### src/rtl/mac_pkg.sv
// Shared types and defaults for the MAC sequencer.
// Holds the FSM state enum, default widths and done-counter width.
package mac_pkg;

  typedef enum logic [1:0] {
    IDLE,
    CLR,
    RUN,
    DONE
  } state_t;

  localparam int N_DEF     = 8;
  localparam int LEN_W_DEF = 8;
  localparam int CNT_W     = 16;

endpackage

### src/rtl/mac_Nbits.sv
// Signed N x N -> 2N multiply-accumulate register.
// Out clears on synchronous rst, accumulates W*X on en (wraps).
module mac_Nbits
  import mac_pkg::*;
#(
  parameter int N = N_DEF
) (
  input  logic           clk,
  input  logic           rst,
  input  logic           en,
  input  logic [N-1:0]   w,
  input  logic [N-1:0]   x,
  output logic [2*N-1:0] out
);

  logic signed [2*N-1:0] prod;

  assign prod = $signed(w) * $signed(x);

  always_ff @(posedge clk) begin
    if (rst) begin
      out <= '0;
    end else if (en) begin
      out <= out + prod;
    end
  end

endmodule

### src/rtl/mac_seq_ctrl.sv
// Dot-product sequencer around a single mac_Nbits datapath.
// Define MAC_SEQ_CNT_EN to add the done_cnt completed-job counter.
module mac_seq_ctrl
  import mac_pkg::*;
#(
  parameter int N     = N_DEF,
  parameter int LEN_W = LEN_W_DEF
) (
  input  logic             clk,
  input  logic             rst,
  input  logic             start,
  input  logic [LEN_W-1:0] len,
  input  logic             in_valid,
  output logic             in_ready,
  input  logic [N-1:0]     in_w,
  input  logic [N-1:0]     in_x,
  output logic             out_valid,
  input  logic             out_ready,
  output logic [2*N-1:0]   out_data,
  output logic             busy
`ifdef MAC_SEQ_CNT_EN
  ,output logic [CNT_W-1:0] done_cnt
`endif
);

  state_t           state;
  logic [LEN_W-1:0] len_q;
  logic [LEN_W-1:0] cnt;
  logic [LEN_W-1:0] cnt_nx;
  logic             mac_rst;
  logic             mac_en;
  logic [2*N-1:0]   acc;

  assign cnt_nx  = cnt + 1'b1;
  assign mac_rst = rst || (state == CLR);
  assign mac_en  = (state == RUN) && in_valid && in_ready;

  mac_Nbits #(
    .N(N)
  ) u_mac (
    .clk(clk),
    .rst(mac_rst),
    .en (mac_en),
    .w  (in_w),
    .x  (in_x),
    .out(acc)
  );

  // result is masked so nothing leaks while no job is being presented
  assign out_data = out_valid ? acc : '0;

  always_ff @(posedge clk) begin
    if (rst) begin
      state     <= IDLE;
      len_q     <= '0;
      cnt       <= '0;
      in_ready  <= 1'b0;
      out_valid <= 1'b0;
      busy      <= 1'b0;
    end else begin
      unique case (state)
        IDLE: begin
          if (start) begin
            len_q <= len;
            busy  <= 1'b1;
            state <= CLR;
          end
        end
        CLR: begin
          cnt <= '0;
          if (len_q == '0) begin
            out_valid <= 1'b1;
            state     <= DONE;
          end else begin
            in_ready <= 1'b1;
            state    <= RUN;
          end
        end
        RUN: begin
          if (in_valid) begin
            cnt <= cnt_nx;
            if (cnt_nx == len_q) begin
              in_ready  <= 1'b0;
              out_valid <= 1'b1;
              state     <= DONE;
            end
          end
        end
        DONE: begin
          if (out_ready) begin
            out_valid <= 1'b0;
            busy      <= 1'b0;
            state     <= IDLE;
          end
        end
        default: state <= IDLE;
      endcase
    end
  end

`ifdef MAC_SEQ_CNT_EN
  always_ff @(posedge clk) begin
    if (rst) begin
      done_cnt <= '0;
    end else if (out_valid && out_ready) begin
      done_cnt <= done_cnt + 1'b1;
    end
  end
`endif

endmodule

### config.mk
export PLATFORM = sky130hd
export DESIGN_NAME = mac_seq_ctrl
export DESIGN_NICKNAME = d
export VERILOG_FILES = /design/src/rtl/mac_pkg.sv /design/src/rtl/mac_Nbits.sv /design/src/rtl/mac_seq_ctrl.sv
export SDC_FILE = /design/constraint.sdc
export NUM_CORES = 1
export LEC_CHECK = 0
export CAP_MARGIN = 30
export CORE_ASPECT_RATIO = 1.4
export CORE_MARGIN = 2
export CORE_UTILIZATION = 30
export DETAILED_ROUTE_END_ITERATION = 8
export SLEW_MARGIN = 20
export SYNTH_ARGS = -nofsm -noshare
export SYNTH_HDL_FRONTEND = slang
export SYNTH_SLANG_ARGS = --single-unit
### constraint.sdc
create_clock -name clk -period 6.34 [get_ports clk]
set_clock_uncertainty 0.15 [all_clocks]
set_input_delay 1.268 -clock clk [delete_from_list [all_inputs] [get_ports clk]]
set_output_delay 1.268 -clock clk [all_outputs]
set_load 0.005 [all_outputs]
==> out/results.tsv <==
metric	value	unit
Leak	0.002555	µW
DRC violation total after the first TritonRoute iteration	90	
layout filler cell count	1570	
top post-synthesis cells by count	sky130_fd_sc_hd__inv_1 (86), sky130_fd_sc_hd__nand2_1 (86), sky130_fd_sc_hd__fa_1 (71)	
IO buf count	47	
initial core utilization	30.65	%
antenna violations before repair	0	
total setup violations reported at the end of the flow	0	
number of endpoints with negative hold slack in the final report	0	
min cycle time layout	6037	ps
Max-Cap Viols	0	
hold endpoint	u_mac.out[2]$_SDFFE_PP0P_	
CTS-repair resized insts	0	
number of levels in the clock H-tree	2	
clock buffer depth	2	
required time worst endpoint	6400	ps
arrival time at the worst endpoint	6100	ps
total gr overflow	0	
fraction of registers with async set/reset	0	%
Hold WC Path Type	reg -> reg	
post-detailed-placement half-perimeter wirelength	9455	µm
quantity of hold-fixing buffers added after cts	0	
Core Rows	54	
worst hold path cell count	2	
endpoint class of the critical path	register	
GRT busiest layer	met2	
insertion delay to the later sink of the worst-skew pair	280	ps
Clk Tree Root Cell	sky130_fd_sc_hd__clkbuf_16	
first-pass GRT wire length	19290	µm
type of the worst setup path	in -> reg	
pin count of the biggest net entering global routing	23	
Chip Height	153.4	µm
number of register bits inferred by synthesis	37	
worst-case setup slack after placement	-48.50	ps
Setup crit start	in_w[5]	
clock transition at the registers of the reported paths	60	ps
area share of the leading cell type in the synthesized netlist	29.71	%
vias in the first global route	4046	
count of cell types in the netlist	42	
number of max-slew violations in the final report	0	
Post-Synthesis Cells	551	
power density relative to cell area	329.0	mW/mm²
FMAX	0.1656	GHz
global-route usage over all layers	13.60	%
CP Max Fanout	8	
share of cells above drive strength 1	5.289	%
detail-routed via count per cell	4.727	
startpoint of the most critical register-to-register path	u_mac.out[4]$_SDFFE_PP0P_	
count of flip-flops with a built-in enable after synthesis	0	
relative area change from synthesis to final layout	19.72	%
sequential area share after synthesis	15.49	%
final cycle utilization of the critical path	95.22	%
gp weighted congestion	0.8629	
Cell Area, Synth	0.004783	mm²
die area	0.01699	mm²
result of the run	finished, final reports clean	
total clock buffers created by CTS	5	
Worst Setup Slack, final	302.9	ps
met2 global-route usage	26.64	%
clock tree sinks	37	
DIE WIDTH	110.7	µm
drt wl/cell	13.64	µm
worst reg-to-reg path cell count	18	
destination of the worst register-to-register timing path	u_mac.out[14]$_SDFFE_PP0P_	
Critical Path Source Type	input pin	
final routed wirelength across all metal layers	10930	µm
Total Nets Final	746	
final antenna-violating net count	0	
Residual DRC	0	
Synthesized Nets	693	
cell taking the most area after synthesis	sky130_fd_sc_hd__fa_1	
setup repair after global routing missed its margin	false	
Least-Margin Pin Slew	802.8	ps
top-level I/O count	48	
largest voltage drop on the vdd net	218.7	µV
Rel. slew slack	46.31	%
clock tree from TritonCTS	done	
met3 usage	1.427	%
post-CTS setup buffer count	0	
top post-synthesis cells by area	sky130_fd_sc_hd__fa_1 (30%), sky130_fd_sc_hd__dfxtp_1 (15%), sky130_fd_sc_hd__ha_1 (11%)	
R2R Setup Slk	1610	ps
Hold Path Origin	u_mac.out[2]$_SDFFE_PP0P_	
Pre-Repair DR Iteration Count	4	
final core utilization	36.69	%
Mean Syn Cell Area	8.681	µm²
number of vias in the routed layout	3786	
leading register cell type out of synthesis	sky130_fd_sc_hd__dfxtp_1	
met1 GRT Util	15.42	%
number of warnings reported in the yosys synthesis log	0	
standard cell core area	0.01561	mm²
diode count	0	
==> per-layer routing <==
metal	vias up	share of wire, %
met4	0	1.7
met1	1861	41
met2	59	55
met5	-	0
li1	1850	-
met3	16	2.2
==> power breakdown <==
part           switching, µW  internal, µW
clock network           92.6           196
registers               35.3           259
logic                    697           604
total                    825          1060
==> flip-flops by register name, summed over array words and instances (netlist names) <==
| register | flops |
|---|---|
| u_mac.out | 16 |
| cnt | 8 |
| len_q | 8 |
| state | 2 |
| busy | 1 |
| in_ready | 1 |
| out_valid | 1 |
==> critical path, stage by stage <==
cell                              delay [ps]
sky130_fd_sc_hd__clkdlybuf4s50_1         580
sky130_fd_sc_hd__and2_1                  270
sky130_fd_sc_hd__fa_1                    530
sky130_fd_sc_hd__inv_1                    60
sky130_fd_sc_hd__fa_1                    560
sky130_fd_sc_hd__fa_1                    450
sky130_fd_sc_hd__fa_1                    500
sky130_fd_sc_hd__inv_1                    60
sky130_fd_sc_hd__fa_1                    430
sky130_fd_sc_hd__ha_1                    320
sky130_fd_sc_hd__o211ai_1                120
sky130_fd_sc_hd__a21oi_1                 300
sky130_fd_sc_hd__a211oi_2                130
sky130_fd_sc_hd__buf_4                   150
sky130_fd_sc_hd__xnor2_1                 130
sky130_fd_sc_hd__nand2_1                  70
sky130_fd_sc_hd__a21oi_1                 170
==> cell usage in the layout (no fill, tap or decap), types with 6 or more instances in the layout <==
| cell | Yosys | routed |
|---|---|---|
| sky130_fd_sc_hd__clkdlybuf4s50_1 | 0 | 47 |
| sky130_fd_sc_hd__a21oi_1 | 38 | 38 |
| sky130_fd_sc_hd__a311oi_1 | 7 | 7 |
| sky130_fd_sc_hd__fa_1 | 71 | 71 |
| sky130_fd_sc_hd__nor2_1 | 22 | 22 |
| sky130_fd_sc_hd__inv_1 | 86 | 86 |
| sky130_fd_sc_hd__buf_4 | 0 | 12 |
| sky130_fd_sc_hd__nand3_1 | 8 | 8 |
| sky130_fd_sc_hd__and2_1 | 50 | 50 |
| sky130_fd_sc_hd__nor2b_1 | 6 | 6 |
| sky130_fd_sc_hd__ha_1 | 42 | 42 |
| sky130_fd_sc_hd__dfxtp_1 | 37 | 37 |
| sky130_fd_sc_hd__o21ai_0 | 6 | 6 |
| sky130_fd_sc_hd__xnor2_1 | 25 | 25 |
| sky130_fd_sc_hd__nand2_1 | 86 | 86 |
==> worst max path at each step <==
| stage | to | slack (ps) | cells past startpoint |
|---|---|---|---|
| 5_1_grt | u_mac.out[15]$_SDFFE_PP0P_ | 10 | 16 |
| 4_1_cts | u_mac.out[13]$_SDFFE_PP0P_ | 230 | 18 |
| 3_3_place_gp | u_mac.out[15]$_SDFFE_PP0P_ | 20 | 16 |
| 2_1_floorplan | u_mac.out[15]$_SDFFE_PP0P_ | 650 | 16 |
| 3_5_place_dp | u_mac.out[15]$_SDFFE_PP0P_ | -50 | 17 |
| 6_report | u_mac.out[13]$_SDFFE_PP0P_ | 300 | 17 |
==> metrics by stage <==
step	cell area [µm²]	total power [µW]	std cells	hold slack, ps	setup TNS [ps]
final	5727	1884	801	323.8	0
after global routing	5727	2096	801	344.8	0
after CTS	5722	1894	801	331.1	0
after detailed placement	5549	1588	793	323.3	-87.68
after global placement	5549	1561	793	319.9	0
after floorplan	4783	1261	551	294.7	0
==> final cells by class <==
class	instances	area, µm²	area share (%)
multi-input cells	414	3665	63.99
flip-flops and latches	37	740.7	12.93
repair buffers	60	580.6	10.14
inverters	86	322.8	5.637
well taps	196	245.2	4.282
clock buffers	7	142.6	2.491
clock inverters	1	30.03	0.5244
==> cells by family after synthesis <==
| family | share of synthesized area, % |
|---|---|
| adder cells (fa/ha/maj) | 40.70 |
| AND/OR/NAND/NOR | 19.77 |
| flip-flops | 15.49 |
| multiplexers | 0.2354 |
| buffers and inverters | 8.004 |
| AO/OA/AOI/OAI | 10.31 |
| XOR/XNOR | 5.493 |
Note: power is estimated with default switching activity, not from simulation.
